### src/rtl/alu_issue_queue.sv
// Issue stage in front of a fixed-latency 32-bit ALU: input FIFO, registered ALU drive,
// tag/err tracking pipe and a credit-protected result FIFO with valid/ready output.
module alu_issue_queue #(
    parameter int DEPTH   = 4,
    parameter int ALU_LAT = 2,
    parameter int TAG_W   = 4
) (
    input  logic             clk,
    input  logic             reset,
    input  logic             in_valid,
    output logic             in_ready,
    input  logic [31:0]      in_a,
    input  logic [31:0]      in_b,
    input  logic [3:0]       in_op,
    input  logic [TAG_W-1:0] in_tag,
    output logic [31:0]      alu_a,
    output logic [31:0]      alu_b,
    output logic [3:0]       alu_op,
    input  logic [31:0]      alu_result,
    input  logic             alu_zero,
    output logic             out_valid,
    input  logic             out_ready,
    output logic [31:0]      out_result,
    output logic             out_zero,
    output logic [TAG_W-1:0] out_tag,
    output logic             out_err
);
    localparam int RDEPTH = ALU_LAT + 1;
    localparam int QPW    = $clog2(DEPTH);
    localparam int QCW    = $clog2(DEPTH + 1);
    localparam int RPW    = (RDEPTH > 1) ? $clog2(RDEPTH) : 1;
    localparam int RCW    = $clog2(RDEPTH + 1);
    localparam int SW     = RCW + 1;
    localparam logic [3:0] OP_BUBBLE = 4'b1111;

    function automatic logic is_illegal(input logic [3:0] op);
        case (op)
            4'b0000, 4'b0010, 4'b1010, 4'b0100,
            4'b0101, 4'b0110, 4'b0111: return 1'b0;
            default:                   return 1'b1;
        endcase
    endfunction

    logic [31:0]      q_a     [DEPTH];
    logic [31:0]      q_b     [DEPTH];
    logic [3:0]       q_op    [DEPTH];
    logic [TAG_W-1:0] q_tag   [DEPTH];
    logic             q_err   [DEPTH];
    logic [QPW-1:0]   q_wr_reg, q_rd_reg;
    logic [QCW-1:0]   q_count_reg;

    logic             pipe_valid_reg [ALU_LAT];
    logic [TAG_W-1:0] pipe_tag_reg   [ALU_LAT];
    logic             pipe_err_reg   [ALU_LAT];
    logic             pipe_valid_next [ALU_LAT];
    logic [TAG_W-1:0] pipe_tag_next   [ALU_LAT];
    logic             pipe_err_next   [ALU_LAT];

    logic [31:0]      r_result_reg [RDEPTH];
    logic             r_zero_reg   [RDEPTH];
    logic [TAG_W-1:0] r_tag_reg    [RDEPTH];
    logic             r_err_reg    [RDEPTH];
    logic [RPW-1:0]   r_wr_reg, r_rd_reg;
    logic [RCW-1:0]   r_count_reg;

    logic [31:0]      a_reg, b_reg;
    logic [3:0]       op_reg;

    logic             push, issue, capture, out_pop;
    logic [RCW-1:0]   inflight;
    logic [SW-1:0]    credits_used;

    assign in_ready  = reset & (q_count_reg < QCW'(DEPTH));
    assign push      = in_valid & in_ready;
    assign out_valid = (r_count_reg != '0);
    assign out_pop   = out_valid & out_ready;
    assign capture   = pipe_valid_reg[ALU_LAT-1];

    always_comb begin
        inflight = '0;
        for (int i = 0; i < ALU_LAT; i++) begin
            inflight = inflight + RCW'(pipe_valid_reg[i]);
        end
    end

    // A result popped this cycle frees its slot for this cycle's issue; without
    // this the loop cannot sustain one issue per cycle with RDEPTH = ALU_LAT+1.
    assign credits_used = SW'(inflight) + SW'(r_count_reg) - SW'(out_pop);
    assign issue        = (q_count_reg != '0) && (credits_used < SW'(RDEPTH));

    always_ff @(posedge clk) begin
        if (push) begin
            q_a[q_wr_reg]   <= in_a;
            q_b[q_wr_reg]   <= in_b;
            q_op[q_wr_reg]  <= in_op;
            q_tag[q_wr_reg] <= in_tag;
            q_err[q_wr_reg] <= is_illegal(in_op);
        end
    end

    always_ff @(posedge clk or negedge reset) begin
        if (!reset) begin
            q_wr_reg    <= '0;
            q_rd_reg    <= '0;
            q_count_reg <= '0;
        end else begin
            if (push)  q_wr_reg <= q_wr_reg + 1'b1;
            if (issue) q_rd_reg <= q_rd_reg + 1'b1;
            case ({push, issue})
                2'b10:   q_count_reg <= q_count_reg + 1'b1;
                2'b01:   q_count_reg <= q_count_reg - 1'b1;
                default: q_count_reg <= q_count_reg;
            endcase
        end
    end

    // Operands hold across bubbles; only the opcode is forced to the bubble code.
    always_ff @(posedge clk or negedge reset) begin
        if (!reset) begin
            a_reg  <= '0;
            b_reg  <= '0;
            op_reg <= OP_BUBBLE;
        end else if (issue) begin
            a_reg  <= q_a[q_rd_reg];
            b_reg  <= q_b[q_rd_reg];
            op_reg <= q_op[q_rd_reg];
        end else begin
            op_reg <= OP_BUBBLE;
        end
    end

    assign alu_a  = a_reg;
    assign alu_b  = b_reg;
    assign alu_op = op_reg;

    assign pipe_valid_next[0] = issue;
    assign pipe_tag_next[0]   = q_tag[q_rd_reg];
    assign pipe_err_next[0]   = q_err[q_rd_reg];

    generate
        for (genvar gi = 1; gi < ALU_LAT; gi++) begin : g_pipe
            assign pipe_valid_next[gi] = pipe_valid_reg[gi-1];
            assign pipe_tag_next[gi]   = pipe_tag_reg[gi-1];
            assign pipe_err_next[gi]   = pipe_err_reg[gi-1];
        end
    endgenerate

    always_ff @(posedge clk or negedge reset) begin
        if (!reset) begin
            for (int i = 0; i < ALU_LAT; i++) begin
                pipe_valid_reg[i] <= 1'b0;
                pipe_tag_reg[i]   <= '0;
                pipe_err_reg[i]   <= 1'b0;
            end
        end else begin
            for (int i = 0; i < ALU_LAT; i++) begin
                pipe_valid_reg[i] <= pipe_valid_next[i];
                pipe_tag_reg[i]   <= pipe_tag_next[i];
                pipe_err_reg[i]   <= pipe_err_next[i];
            end
        end
    end

    // Storage is cleared on reset so the head reads as zero while empty after reset.
    always_ff @(posedge clk or negedge reset) begin
        if (!reset) begin
            for (int i = 0; i < RDEPTH; i++) begin
                r_result_reg[i] <= '0;
                r_zero_reg[i]   <= 1'b0;
                r_tag_reg[i]    <= '0;
                r_err_reg[i]    <= 1'b0;
            end
            r_wr_reg    <= '0;
            r_rd_reg    <= '0;
            r_count_reg <= '0;
        end else begin
            if (capture) begin
                r_result_reg[r_wr_reg] <= alu_result;
                r_zero_reg[r_wr_reg]   <= alu_zero;
                r_tag_reg[r_wr_reg]    <= pipe_tag_reg[ALU_LAT-1];
                r_err_reg[r_wr_reg]    <= pipe_err_reg[ALU_LAT-1];
                r_wr_reg <= (r_wr_reg == RPW'(RDEPTH-1)) ? '0 : r_wr_reg + 1'b1;
            end
            if (out_pop) begin
                r_rd_reg <= (r_rd_reg == RPW'(RDEPTH-1)) ? '0 : r_rd_reg + 1'b1;
            end
            case ({capture, out_pop})
                2'b10:   r_count_reg <= r_count_reg + 1'b1;
                2'b01:   r_count_reg <= r_count_reg - 1'b1;
                default: r_count_reg <= r_count_reg;
            endcase
        end
    end

    assign out_result = r_result_reg[r_rd_reg];
    assign out_zero   = r_zero_reg[r_rd_reg];
    assign out_tag    = r_tag_reg[r_rd_reg];
    assign out_err    = r_err_reg[r_rd_reg];

endmodule
### config.mk
export PLATFORM = sky130hd
export DESIGN_NAME = alu_issue_queue
export DESIGN_NICKNAME = d
export VERILOG_FILES = /design/src/rtl/alu_issue_queue.sv
export SDC_FILE = /design/constraint.sdc
export NUM_CORES = 1
export LEC_CHECK = 0
export BUFFER_PORTS_ARGS = -buffer_cell sky130_fd_sc_hd__buf_2
export CAP_MARGIN = 20
export CORE_MARGIN = 2
export CORE_UTILIZATION = 52
export CTS_BUF_LIST = sky130_fd_sc_hd__clkbuf_16
export DETAILED_ROUTE_END_ITERATION = 12
export PLACE_DENSITY = 0.78
export SYNTH_ARGS = -nofsm -noshare
export SYNTH_HDL_FRONTEND = slang
export SYNTH_SLANG_ARGS = --single-unit
### constraint.sdc
create_clock -name clk -period 3.7 [get_ports clk]
set_input_delay 0.37 -clock clk [delete_from_list [all_inputs] [get_ports clk]]
set_output_delay 0.37 -clock clk [all_outputs]
set_load 0.1 [all_outputs]
# Word-level counts from Yosys, hierarchy flattened
# Memory sizes are Yosys's and may differ from the RTL's. A register that Yosys moved wholly into a read port is not among the register bits.
# Cells that the tools add are included.
[totals]
regBits = 138
mem_bits_rw = 292
input_bits = 109
output_inout_bits = 108
wordCells = 104
memories = 5
[classes]
add_sub_neg = 11
magnitude_cmp = 5
eq_ne = 12
muxes = 31
n_bitwise = 5
reduce_logical = 12
[mem_list]
columns = ["name", "depth", "width", "rd", "rd_ports_with_merged_regs", "write_ports", "line_no", "source"]
rows = [
  ["q_a", 4, 32, 1, 1, 1, "44", "logic [31:0] q_a [DEPTH];"],
  ["q_b", 4, 32, 1, 1, 1, "45", "logic [31:0] q_b [DEPTH];"],
  ["q_op", 4, 4, 1, 0, 1, "46", "logic [3:0] q_op [DEPTH];"],
  ["q_tag", 4, 4, 1, 1, 1, "47", "logic [TAG_W-1:0] q_tag [DEPTH];"],
  ["q_err", 4, 1, 1, 1, 1, "48", "logic q_err [DEPTH];"],
]
[ops]
columns = ["cell", "n"]
rows = [
  ["$bwmux W96", 1],
  ["$mux W32", 3],
  ["$bmux W32 S2", 1],
  ["$demux W32 S2", 1],
  ["$eq A4 B3 Y1 const B", 4],
  ["$mux W4", 4],
  ["$bwmux W12", 1],
  ["$add A2 B1 Y2 const B", 5],
  ["$mux W1", 9],
  ["$bmux W4 S2", 1],
  ["$demux W4 S2", 1],
  ["$eq A2 B2 Y1 const B", 4],
  ["$reduce_or A7 Y1", 1],
  ["$bwmux W3", 2],
  ["$ge A3 B3 Y1 const B", 2],
  ["$not A2 Y3", 2],
  ["$pmux W3 S2", 1],
  ["$reduce_bool A2 Y1", 3],
  ["$bmux W1 S2", 2],
  ["$eq A2 B1 Y1 const B", 2],
  ["$eq A4 B2 Y1 const B", 1],
  ["$eq A4 B4 Y1 const B", 1],
  ["$logic_not A1 Y1", 4],
  ["$logic_not A4 Y1", 1],
  ["other kinds (15)", 19],
]

# Logic depth before layout (Yosys ltp)
# Gate-level depths: netlist of run 1.
[depth]
ltp_word = 7
mapped_depth = 15
depth_no_buf = 14

# Worst setup path before layout of run 1
# No wires, ideal clock.
[synth_path]
kind = "flip-flop to flip-flop"
from = "register q_count_reg[2]"
to = "memory q_a[0][0] (enable)"
setup_time_ns = 0.440
t_arrival_ns = 3.778
t_required_ns = 3.260
path_slack_ns = -0.518
stages_incl_launch_ff = 3
n_path_buf = 0
synth_period_minus_slack_ns = 4.218
cell_sequence = "dfrtp_1 > nor2b_1 > and3_1"
[synth_via]
elab_chain_len = 5
[synth_rtl]
columns = ["element", "line_no", "source"]
rows = [
  ["start: declaration", "50", "logic [QCW-1:0] q_count_reg;"],
  ["start signal: assignment", "110", "2'b10: q_count_reg <= q_count_reg + 1'b1;"],
  ["start signal: assignment", "111", "2'b01: q_count_reg <= q_count_reg - 1'b1;"],
  ["start signal: assignment", "112", "default: q_count_reg <= q_count_reg;"],
  ["$lt A3 B3 Y1", "73", "assign in_ready = reset & (q_count_reg < QCW'(DEPTH));"],
  ["$and A1 B1 Y1", "73", ""],
  ["net in_ready", "11", "output logic in_ready,"],
  ["$and A1 B1 Y1", "74", "assign push = in_valid & in_ready;"],
  ["$mux W1", "92", "if (push) begin"],
  ["$mux W1 (not written as such)", "93", "q_a[q_wr_reg] <= in_a;"],
  ["end: declaration", "44", ""],
]
# The timed path passes the listed nets, and every way through them passes these cells.

# Worst setup path after layout of run 1
[layout_path]
from = "register r_count_reg[0]"
to = "register q_count_reg[2]"
[layout_via]
elab_chain_len = 7
elab_cells_between_ends = 10
classes_between = "add/sub: 2; order compare: 1; eq/ne: 2; mux: 1; bitwise: 1; reduce/logical: 3"
[layout_rtl]
columns = ["element", "line_no", "source"]
rows = [
  ["start: declaration", "64", "logic [RCW-1:0] r_count_reg;"],
  ["start signal: assignment", "188", "2'b10: r_count_reg <= r_count_reg + 1'b1;"],
  ["start signal: assignment", "189", "2'b01: r_count_reg <= r_count_reg - 1'b1;"],
  ["start signal: assignment", "190", "default: r_count_reg <= r_count_reg;"],
  ["$reduce_bool A2 Y1 *", "75", "assign out_valid = (r_count_reg != '0);"],
  ["$and A1 B1 Y1 *", "76", "assign out_pop = out_valid & out_ready;"],
  ["net out_pop", "69", "logic push, issue, capture, out_pop;"],
  ["$sub A3 B1 Y3 *", "88", "assign credits_used = SW'(inflight) + SW'(r_count_reg) - SW'(out_pop);"],
  ["$lt A3 B2 Y1 *", "89", "assign issue = (q_count_reg != '0) && (credits_used < SW'(RDEPTH));"],
  ["$logic_and A1 B1 Y1 *", "89", ""],
  ["$eq A2 B1 Y1 / $eq A2 B2 Y1 (equally long branches)", "109", "case ({push, issue})"],
  ["$pmux W3 S2 / $reduce_bool A2 Y1 (equally long branches)", "-", ""],
]
# The timed path passes the listed nets; every way through them passes the cells marked *.
# A chain may end at the register's enable or synchronous reset.

==> results_dict.tcl, run 1 <==
set metrics [dict create \
    syn_area_um2 19100 \
    wl_per_cell_um 21.2 \
    port_buffers 216 \
    first_global_vias 10755 \
    yosysWarnings 0 \
    met2_usage 0.356 \
    dieArea_um2 38300 \
    critPathLaunchType "flop" \
    synthCells 981 \
    synthMuxAreaShare 0.212 \
    period_needed_ns 3.38 \
    max_slew_margin 0.317 \
    synth_compound_area_frac 0.0121 \
    hold_viol 0 \
    design_area_um2 23100 \
    max_stage_delay_ns 0.44 \
    cts_tree "built" \
    drive_above_1_share 0.438 \
    cp_cell_sequence "o21ai_2 > inv_1 > ha_1 > fa_1 > inv_1 > fa_1 > nor2b_1 > nor3_4 > ha_1 > inv_1 > fa_1 > xor2_1 > nor2_1 > xor2_1" \
    grt_use_met3 0.0537 \
    vias_per_cell 5.46 \
    grt_max_degree 77 \
    antenna_left 0 \
    numCtsBuffers 50 \
    synth-seq-cells 499 \
    cts_max_level 2 \
    crit_path_top_delay_cell "dfrtp_1" \
    fin_nets 1412 \
    synth_top_family_by_area "multiplexers" \
    worstSetupEndpointType "flop" \
    die_h_um 196 \
    clk_latency_ns 0.57 \
    grt_overflow 0 \
    yosysSeqAreaShare 0.731 \
    pin_count 217 \
    clock_path_buffers 3 \
    wirelength_um 38300 \
    cp.arrival_ns 3.87 \
    synth-xor-area-share 0.00459 \
    drtIter0Drc 480 \
    grt_pass1_wl_um 59900 \
    drc 0 \
    grt_usage 0.207 \
    hp-class "input pin to flop" \
    maxCapViolations 0 \
    postPlaceCellArea_um2 20800 \
    rsz0062_at_grt "no" \
    synth_simple_gate_area_share 0.0147 \
    yosys.cell_types.count 31 \
    clk_pin_slew_ns 0.06 \
    cp.required_ns 4.19 \
    use_met1 0.259 \
    slew_violations 0 \
    setup_tns_ns 0 \
    route.vias.total 9844 \
    coreArea_um2 36300 \
    setup_viol 0 \
    fin_crit_sh 0.914 \
    dp.final_hpwl_um 22000 \
    cp_max_fo 4 \
    antenna_found_initial 4 \
    cts_sinks 499 \
    synth-adder-area-share 0.00774 \
    dr.pass1.iters 5 \
    final.setup_skew_ns 0.0173 \
    fmax_mhz 296 \
    critical_path_class "flop to flop" \
    place.gp.congestion 0.730 \
    start_util 0.525 \
    cts-root-buf "clkbuf_16" \
    busiest_layer "met2" \
    fillers 2483 \
    syn_avg_cell_area_um2 19.5 \
    die_w_um 196 \
    status "finished clean" \
    rows 70 \
    syn_to_final_growth_pct 21.1 \
    synth_fp_nets 1100 \
    worst_slew_pin_slew_ns 1.02 \
]
-- per-stage QoR --
step                      setup WS, ns  hold WS, ns  std cells  utilization
after detailed placement         0.202        0.286       1644        0.572
after floorplan                 0.0212       0.0744        981            -
after global placement           0.286        0.287       1644        0.572
after CTS                        0.191      0.00186       1801        0.636
after global routing            0.0381      0.00829       1802        0.636
final                            0.317       0.0319       1803        0.636
-- cell usage in the layout, fill, tap and decap left out, types with 14 or more instances in the layout --
| cell | Yosys | layout |
|---|---|---|
| buf_2 | 23 | 215 |
| clkinv_2 | 0 | 14 |
| mux2i_1 | 39 | 39 |
| nand2_1 | 41 | 41 |
| dlygate4sd3_1 | 0 | 65 |
| clkbuf_16 | 0 | 50 |
| mux2_2 | 176 | 176 |
| edfxtp_1 | 292 | 292 |
| mux4_2 | 73 | 73 |
| o21ai_0 | 43 | 42 |
| inv_1 | 15 | 23 |
| dfrtp_1 | 203 | 200 |
| buf_4 | 2 | 22 |
-- cell families (layout without fill, tap and decap cells) --
kind of cell / Yosys count / count (layout)
xor+xnor: 10 / 10
flops: 499 / 499
fa+ha+maj: 10 / 10
buf+inv: 64 / 416
simple gates: 62 / 62
mux: 291 / 291
compound gates: 45 / 45
other cells: 0 / 2
-- worst paths after layout --
check,start,to,slack [ns],depth (start not counted)
max,r_count_reg[0],q_count_reg[2],0.32,14
min,in_a[0],q_a[3][0],0.03,1
max reg2reg,r_count_reg[0],q_count_reg[2],0.32,14
min reg2reg,pipe_tag_next[3],pipe_tag_reg[3],0.35,0
max in group asynchronous,reset,r_rd_reg[0],2.07,3
min in group asynchronous,reset,r_result_reg[4],0.28,2
-- final cells by class --
| cell class | instances | area, µm² | share of cell area |
|---|---|---|---|
| inverter | 16 | 60.1 | 0.00260 |
| clock buffer | 50 | 1250 | 0.0541 |
| tap | 468 | 586 | 0.0253 |
| antenna | 2 | 5.00 | 0.000217 |
| multi-input combinational | 418 | 4840 | 0.209 |
| sequential | 499 | 14000 | 0.604 |
| timing repair buffer | 308 | 2010 | 0.0868 |
| clock inverter | 42 | 402 | 0.0174 |
-- metal layers --
metal,wire (µm),vias up,share of wire
met5,30,-,0.00078
met4,829,4,0.022
met3,2640,60,0.069
met2,19300,289,0.50
met1,15500,5095,0.41
li1,-,4396,-
-- cell usage after synthesis --
master / n / share of area
edfxtp_1: 292 / 0.46
buf_4: 2 / 0.00079
and2_1: 1 / 0.00033
nor3_1: 3 / 0.00079
mux2_1: 3 / 0.0018
nor2b_1: 3 / 0.00098
mux2i_1: 39 / 0.020
buf_6: 8 / 0.0047
o21ai_0: 43 / 0.011
nand3_1: 1 / 0.00026
buf_2: 23 / 0.0060
xnor2_1: 6 / 0.0028
nand2b_1: 4 / 0.0013
nor3_2: 1 / 0.00052
inv_2: 1 / 0.00020
clkbuf_1: 10 / 0.0020
nor4b_1: 1 / 0.00046
ha_1: 7 / 0.0046
inv_1: 15 / 0.0029
buf_1: 5 / 0.00098
dfrtp_1: 203 / 0.27
fa_1: 3 / 0.0031
nor2_1: 2 / 0.00039
mux4_2: 73 / 0.086
or3_1: 1 / 0.00033
mux2_2: 176 / 0.10
dfstp_2: 4 / 0.0055
xor2_1: 4 / 0.0018
a21o_1: 2 / 0.00079
and3_1: 4 / 0.0013
nand2_1: 41 / 0.0081
-- timing repair --
item | CTS | global route
resized for setup | 0 | 2
hold buffers | 65 | 0
endpoints found under the setup margin | 0 | 1
hold endpoints to repair | 294 | 0
buffers inserted | 0 | 0
-- worst max-delay path, delay by kind of cell (launching register included) --
family,cells,cell delay [ns]
adder cells (fa/ha/maj),5,1.63
AND/OR/NAND/NOR,3,0.54
XOR/XNOR,2,0.31
buffers and inverters,3,0.21
AO/OA/AOI/OAI,1,0.17
flip-flops,1,0.44
Power of run 1 is left out: the tool's default activity adds up to more than one toggle a clock period on the data nets, which glitch-free logic cannot reach.
==> run 2, diff against run 1 <==
--- a/config.mk
+++ b/config.mk
@@ -11,6 +11,7 @@
 export CORE_UTILIZATION = 52
 export CTS_BUF_LIST = sky130_fd_sc_hd__clkbuf_16
 export DETAILED_ROUTE_END_ITERATION = 12
+export HOLD_SLACK_MARGIN = 0.15
 export PLACE_DENSITY = 0.78
 export SYNTH_ARGS = -nofsm -noshare
 export SYNTH_HDL_FRONTEND = slang
==> results_dict.tcl, run 2 (synthesized netlist as in run 1, its figures left out) <==
set metrics [dict create \
    clk_pin_slew_ns 0.06 \
    fin_nets 1453 \
    period_needed_ns 3.39 \
    coreArea_um2 36300 \
    maxCapViolations 0 \
    fmax_mhz 295 \
    syn_to_final_growth_pct 23.2 \
    slew_violations 0 \
    rr_startpoint "r_count_reg[0]" \
    clock_path_buffers 3 \
    hold_viol 0 \
    wirelength_um 38700 \
    drtIter0Drc 498 \
    critPathLaunchType "flop" \
    fin_crit_sh 0.915 \
    first_global_vias 10920 \
    crit_end "q_count_reg[2]" \
    critical_path_class "flop to flop" \
    cts-root-buf "clkbuf_16" \
    start_util 0.525 \
    status "finished clean" \
    die_w_um 196 \
    drive_above_1_share 0.425 \
    design_area_um2 23500 \
    die_h_um 196 \
    grt_overflow 0 \
    grt_max_degree 77 \
    numCtsBuffers 50 \
    cts_sinks 499 \
    antenna_found_initial 2 \
    vias_per_cell 5.40 \
    cp.arrival_ns 3.88 \
    grt_pass1_wl_um 60600 \
    rows 70 \
    worstSetupEndpointType "flop" \
    final.setup_skew_ns 0.0235 \
    r2r_end "q_count_reg[2]" \
    hp-class "input pin to flop" \
    setup_tns_ns 0 \
    clk_latency_ns 0.57 \
    postPlaceCellArea_um2 20800 \
    grt_usage 0.208 \
    worst_slew_pin_slew_ns 1.02 \
    cts_max_level 2 \
    route.vias.total 9961 \
    port_buffers 216 \
    wl_per_cell_um 21.0 \
    antenna_left 0 \
    place.gp.congestion 0.730 \
    max_slew_margin 0.317 \
    setup_viol 0 \
    fillers 2426 \
    dieArea_um2 38300 \
    rrSetupSlack_ns 0.31 \
    rsz0062_at_grt "no" \
    crit_start "r_count_reg[0]" \
    reg2reg_depth 14 \
    dr.pass1.iters 4 \
    final_common_cell "edfxtp_1" \
    drc 0 \
    layout.cells.most_common_list "292 x edfxtp_1, 215 x buf_2, 200 x dfrtp_1" \
    pin_count 217 \
    dp.final_hpwl_um 22000 \
    cp_max_fo 4 \
    cp.required_ns 4.19 \
    cts_tree "built" \
    cts_setup_buffers 0 \
]
## run 2: worst min-delay path by stage
| stage | startpoint | to | slack [ns] | depth (start not counted) |
|---|---|---|---|---|
| after detailed placement | reset | r_result_reg[4] | 0.29 | 1 |
| after CTS | in_valid | q_wr_reg[0] | 0.20 | 3 |
| after global placement | reset | r_result_reg[36] | 0.29 | 1 |
| final | out_ready | r_rd_reg[1] | 0.19 | 5 |
| after global routing | out_ready | r_rd_reg[0] | 0.20 | 4 |
| after floorplan | reset | alu_a[0] | 0.07 | 0 |
## run 2: cell type report
cell class / instances / area (µm²) / area share
clock buffers: 50 / 1250 / 0.0532
diodes: 2 / 5.00 / 0.000213
inverters: 16 / 60.1 / 0.00255
clock inverters: 42 / 402 / 0.0171
multi-input cells: 418 / 4840 / 0.206
repair buffers: 349 / 2420 / 0.103
flip-flops and latches: 499 / 14000 / 0.594
well taps: 468 / 586 / 0.0249
## run 2: worst max-delay path: stages (launching register included)
cell     delay (ns)
dfrtp_1        0.44
o21ai_2        0.17
inv_1          0.08
ha_1           0.29
fa_1           0.36
inv_1          0.07
fa_1           0.39
nor2b_1        0.18
nor3_4         0.25
ha_1           0.22
inv_1          0.06
fa_1           0.37
xor2_1         0.15
nor2_1         0.11
xor2_1         0.16
## run 2: through the flow
| stage | setup WS, ns | cells | utilization | hold WS, ns |
|---|---|---|---|---|
| final | 0.313 | 1844 | 0.647 | 0.193 |
| after global routing | 0.0381 | 1844 | 0.647 | 0.197 |
| after CTS | 0.191 | 1842 | 0.647 | 0.196 |
| after detailed placement | 0.202 | 1644 | 0.572 | 0.286 |
| after global placement | 0.286 | 1644 | 0.572 | 0.287 |
| after floorplan | 0.0212 | 981 | - | 0.0744 |
## run 2: metal layers
layer | global-route usage | routed length, µm | part of all wire
met1 | 0.263 | 15800 | 0.41
met3 | 0.0508 | 2640 | 0.068
met4 | 0.0636 | 850 | 0.022
met2 | 0.358 | 19400 | 0.50
met5 | 0 | 0 | 0
## run 2: what timing repair did
item,4_1_cts,5_1_grt
endpoints found under the setup margin,0,1
resized for setup,0,2
endpoints found under the hold margin,430,0
hold buffers,106,0
Power of run 2 is left out for the same reason.
==> run 3, diff against run 2 <==
--- a/config.mk
+++ b/config.mk
@@ -7,11 +7,15 @@
 export LEC_CHECK = 0
 export BUFFER_PORTS_ARGS = -buffer_cell sky130_fd_sc_hd__buf_2
 export CAP_MARGIN = 20
+export CELL_PAD_IN_SITES_DETAIL_PLACEMENT = 1
+export CELL_PAD_IN_SITES_GLOBAL_PLACEMENT = 1
 export CORE_MARGIN = 2
-export CORE_UTILIZATION = 52
+export CORE_UTILIZATION = 45
 export CTS_BUF_LIST = sky130_fd_sc_hd__clkbuf_16
 export DETAILED_ROUTE_END_ITERATION = 12
+export GPL_TIMING_DRIVEN = 0
 export HOLD_SLACK_MARGIN = 0.15
+export MAX_ROUTING_LAYER = met4
 export PLACE_DENSITY = 0.78
 export SYNTH_ARGS = -nofsm -noshare
 export SYNTH_HDL_FRONTEND = slang
==> results_dict.tcl, run 3 (synthesized netlist as in run 1, its figures left out) <==
set metrics [dict create \
    status "finished clean" \
    hp-class "input pin to flop" \
    grt_pass1_wl_um 68500 \
    drive_above_1_share 0.416 \
    worst_slew_pin_slew_ns 0.862 \
    start_util 0.455 \
    clock_path_buffers 3 \
    fin_cells 1954 \
    place.gp.congestion 0.748 \
    rrSetupSlack_ns 0.20 \
    coreArea_um2 41900 \
    maxCapViolations 0 \
    critical_path_class "flop to flop" \
    wl_per_cell_um 22.8 \
    die_w_um 210 \
    layout.cells.most_common_list "292 x edfxtp_1, 237 x buf_2, 203 x dfrtp_1" \
    wirelength_um 44600 \
    hold_viol 0 \
    cts_sinks 499 \
    max_slew_margin 0.426 \
    final_common_cell "edfxtp_1" \
    dp.final_hpwl_um 26500 \
    crit_start "r_count_reg[0]" \
    cts-root-buf "clkbuf_16" \
    fin_nets 1487 \
    pin_count 217 \
    dr.pass1.iters 4 \
    syn_to_final_growth_pct 24.5 \
    clk_latency_ns 0.61 \
    route.vias.total 10257 \
    grt_overflow 0 \
    cts_max_level 2 \
    antenna_found_initial 5 \
    slew_violations 0 \
    critPathLaunchType "flop" \
    clk_pin_slew_ns 0.06 \
    worstHoldStart "in_valid" \
    cts_tree "built" \
    final.setup_skew_ns 0.0292 \
    cp_max_fo 6 \
    antenna_left 0 \
    first_global_vias 11646 \
    grt_max_degree 119 \
    fin_crit_sh 0.947 \
    drtIter0Drc 638 \
    port_buffers 216 \
    cp.required_ns 4.22 \
    numCtsBuffers 51 \
    dieArea_um2 44100 \
    die_h_um 210 \
    drc 0 \
    period_needed_ns 3.50 \
    cp.arrival_ns 4.02 \
    fmax_mhz 285 \
    worstSetupEndpointType "flop" \
    vias_per_cell 5.25 \
    setup_tns_ns 0 \
    setup_viol 0 \
    rows 75 \
    dp.cells 1741 \
    grt_usage 0.213 \
    rr_startpoint "r_count_reg[0]" \
]
==> run 3: path summary, 6_finish.rpt <==
kind                               endpoint  depth (start not counted)
setup / recovery             q_count_reg[2]                         15
hold / removal                  q_wr_reg[0]                          3
setup reg to reg             q_count_reg[2]                         15
hold reg to reg             pipe_tag_reg[2]                          0
max in group asynchronous       q_wr_reg[1]                          3
min in group asynchronous  r_result_reg[72]                          2
==> run 3: repair_timing <==
| item | in CTS | in global routing |
|---|---|---|
| endpoints found under the setup margin | 67 | 1 |
| hold endpoints to repair | 477 | 0 |
| buffers inserted | 1 | 5 |
| hold buffers | 107 | 0 |
| pin swaps | 1 | 1 |
| resized for setup | 5 | 0 |
==> run 3: layer usage <==
metal	vias up	wire (µm)	GRT usage
li1	4545	-	-
met4	0	1310	0.0787
met3	85	2450	0.0501
met1	5352	18200	0.249
met5	-	0	-
met2	275	22600	0.361
==> run 3: critical path, stage by stage (launching register included) <==
cell and delay, ns:
dfrtp_1 0.44, o21ai_2 0.18, inv_1 0.11, ha_1 0.29, fa_1 0.36, inv_1 0.07
fa_1 0.40, nor2b_1 0.18, nor3_4 0.20, buf_6 0.15, ha_1 0.18, inv_1 0.06
fa_1 0.38, xor2_1 0.15, nor2_1 0.13, xor2_1 0.15
==> run 3: layout make-up <==
class | count | area, µm²
fill | 3774 | 18200
sequential | 499 | 14000
multi-input combinational | 418 | 4830
timing repair buffer | 334 | 2340
clock buffer | 52 | 1300
tap | 539 | 674
clock inverter | 43 | 305
buffer | 48 | 283
inverter | 16 | 60.1
antenna | 5 | 12.5
==> run 3: through the flow <==
step / worst slack (ns) / hold slack [ns] / instance area, µm² / utilization
2_1_floorplan: 0.0212 / 0.0744 / 19100 / -
3_3_place_gp: -3.23 / 0.336 / 20800 / 0.497
3_5_place_dp: -0.935 / 0.338 / 21000 / 0.501
4_1_cts: 0.0357 / 0.184 / 23700 / 0.565
5_1_grt: -0.0228 / 0.260 / 23800 / 0.566
6_report: 0.195 / 0.225 / 23800 / 0.566
Power of run 3 is left out for the same reason.
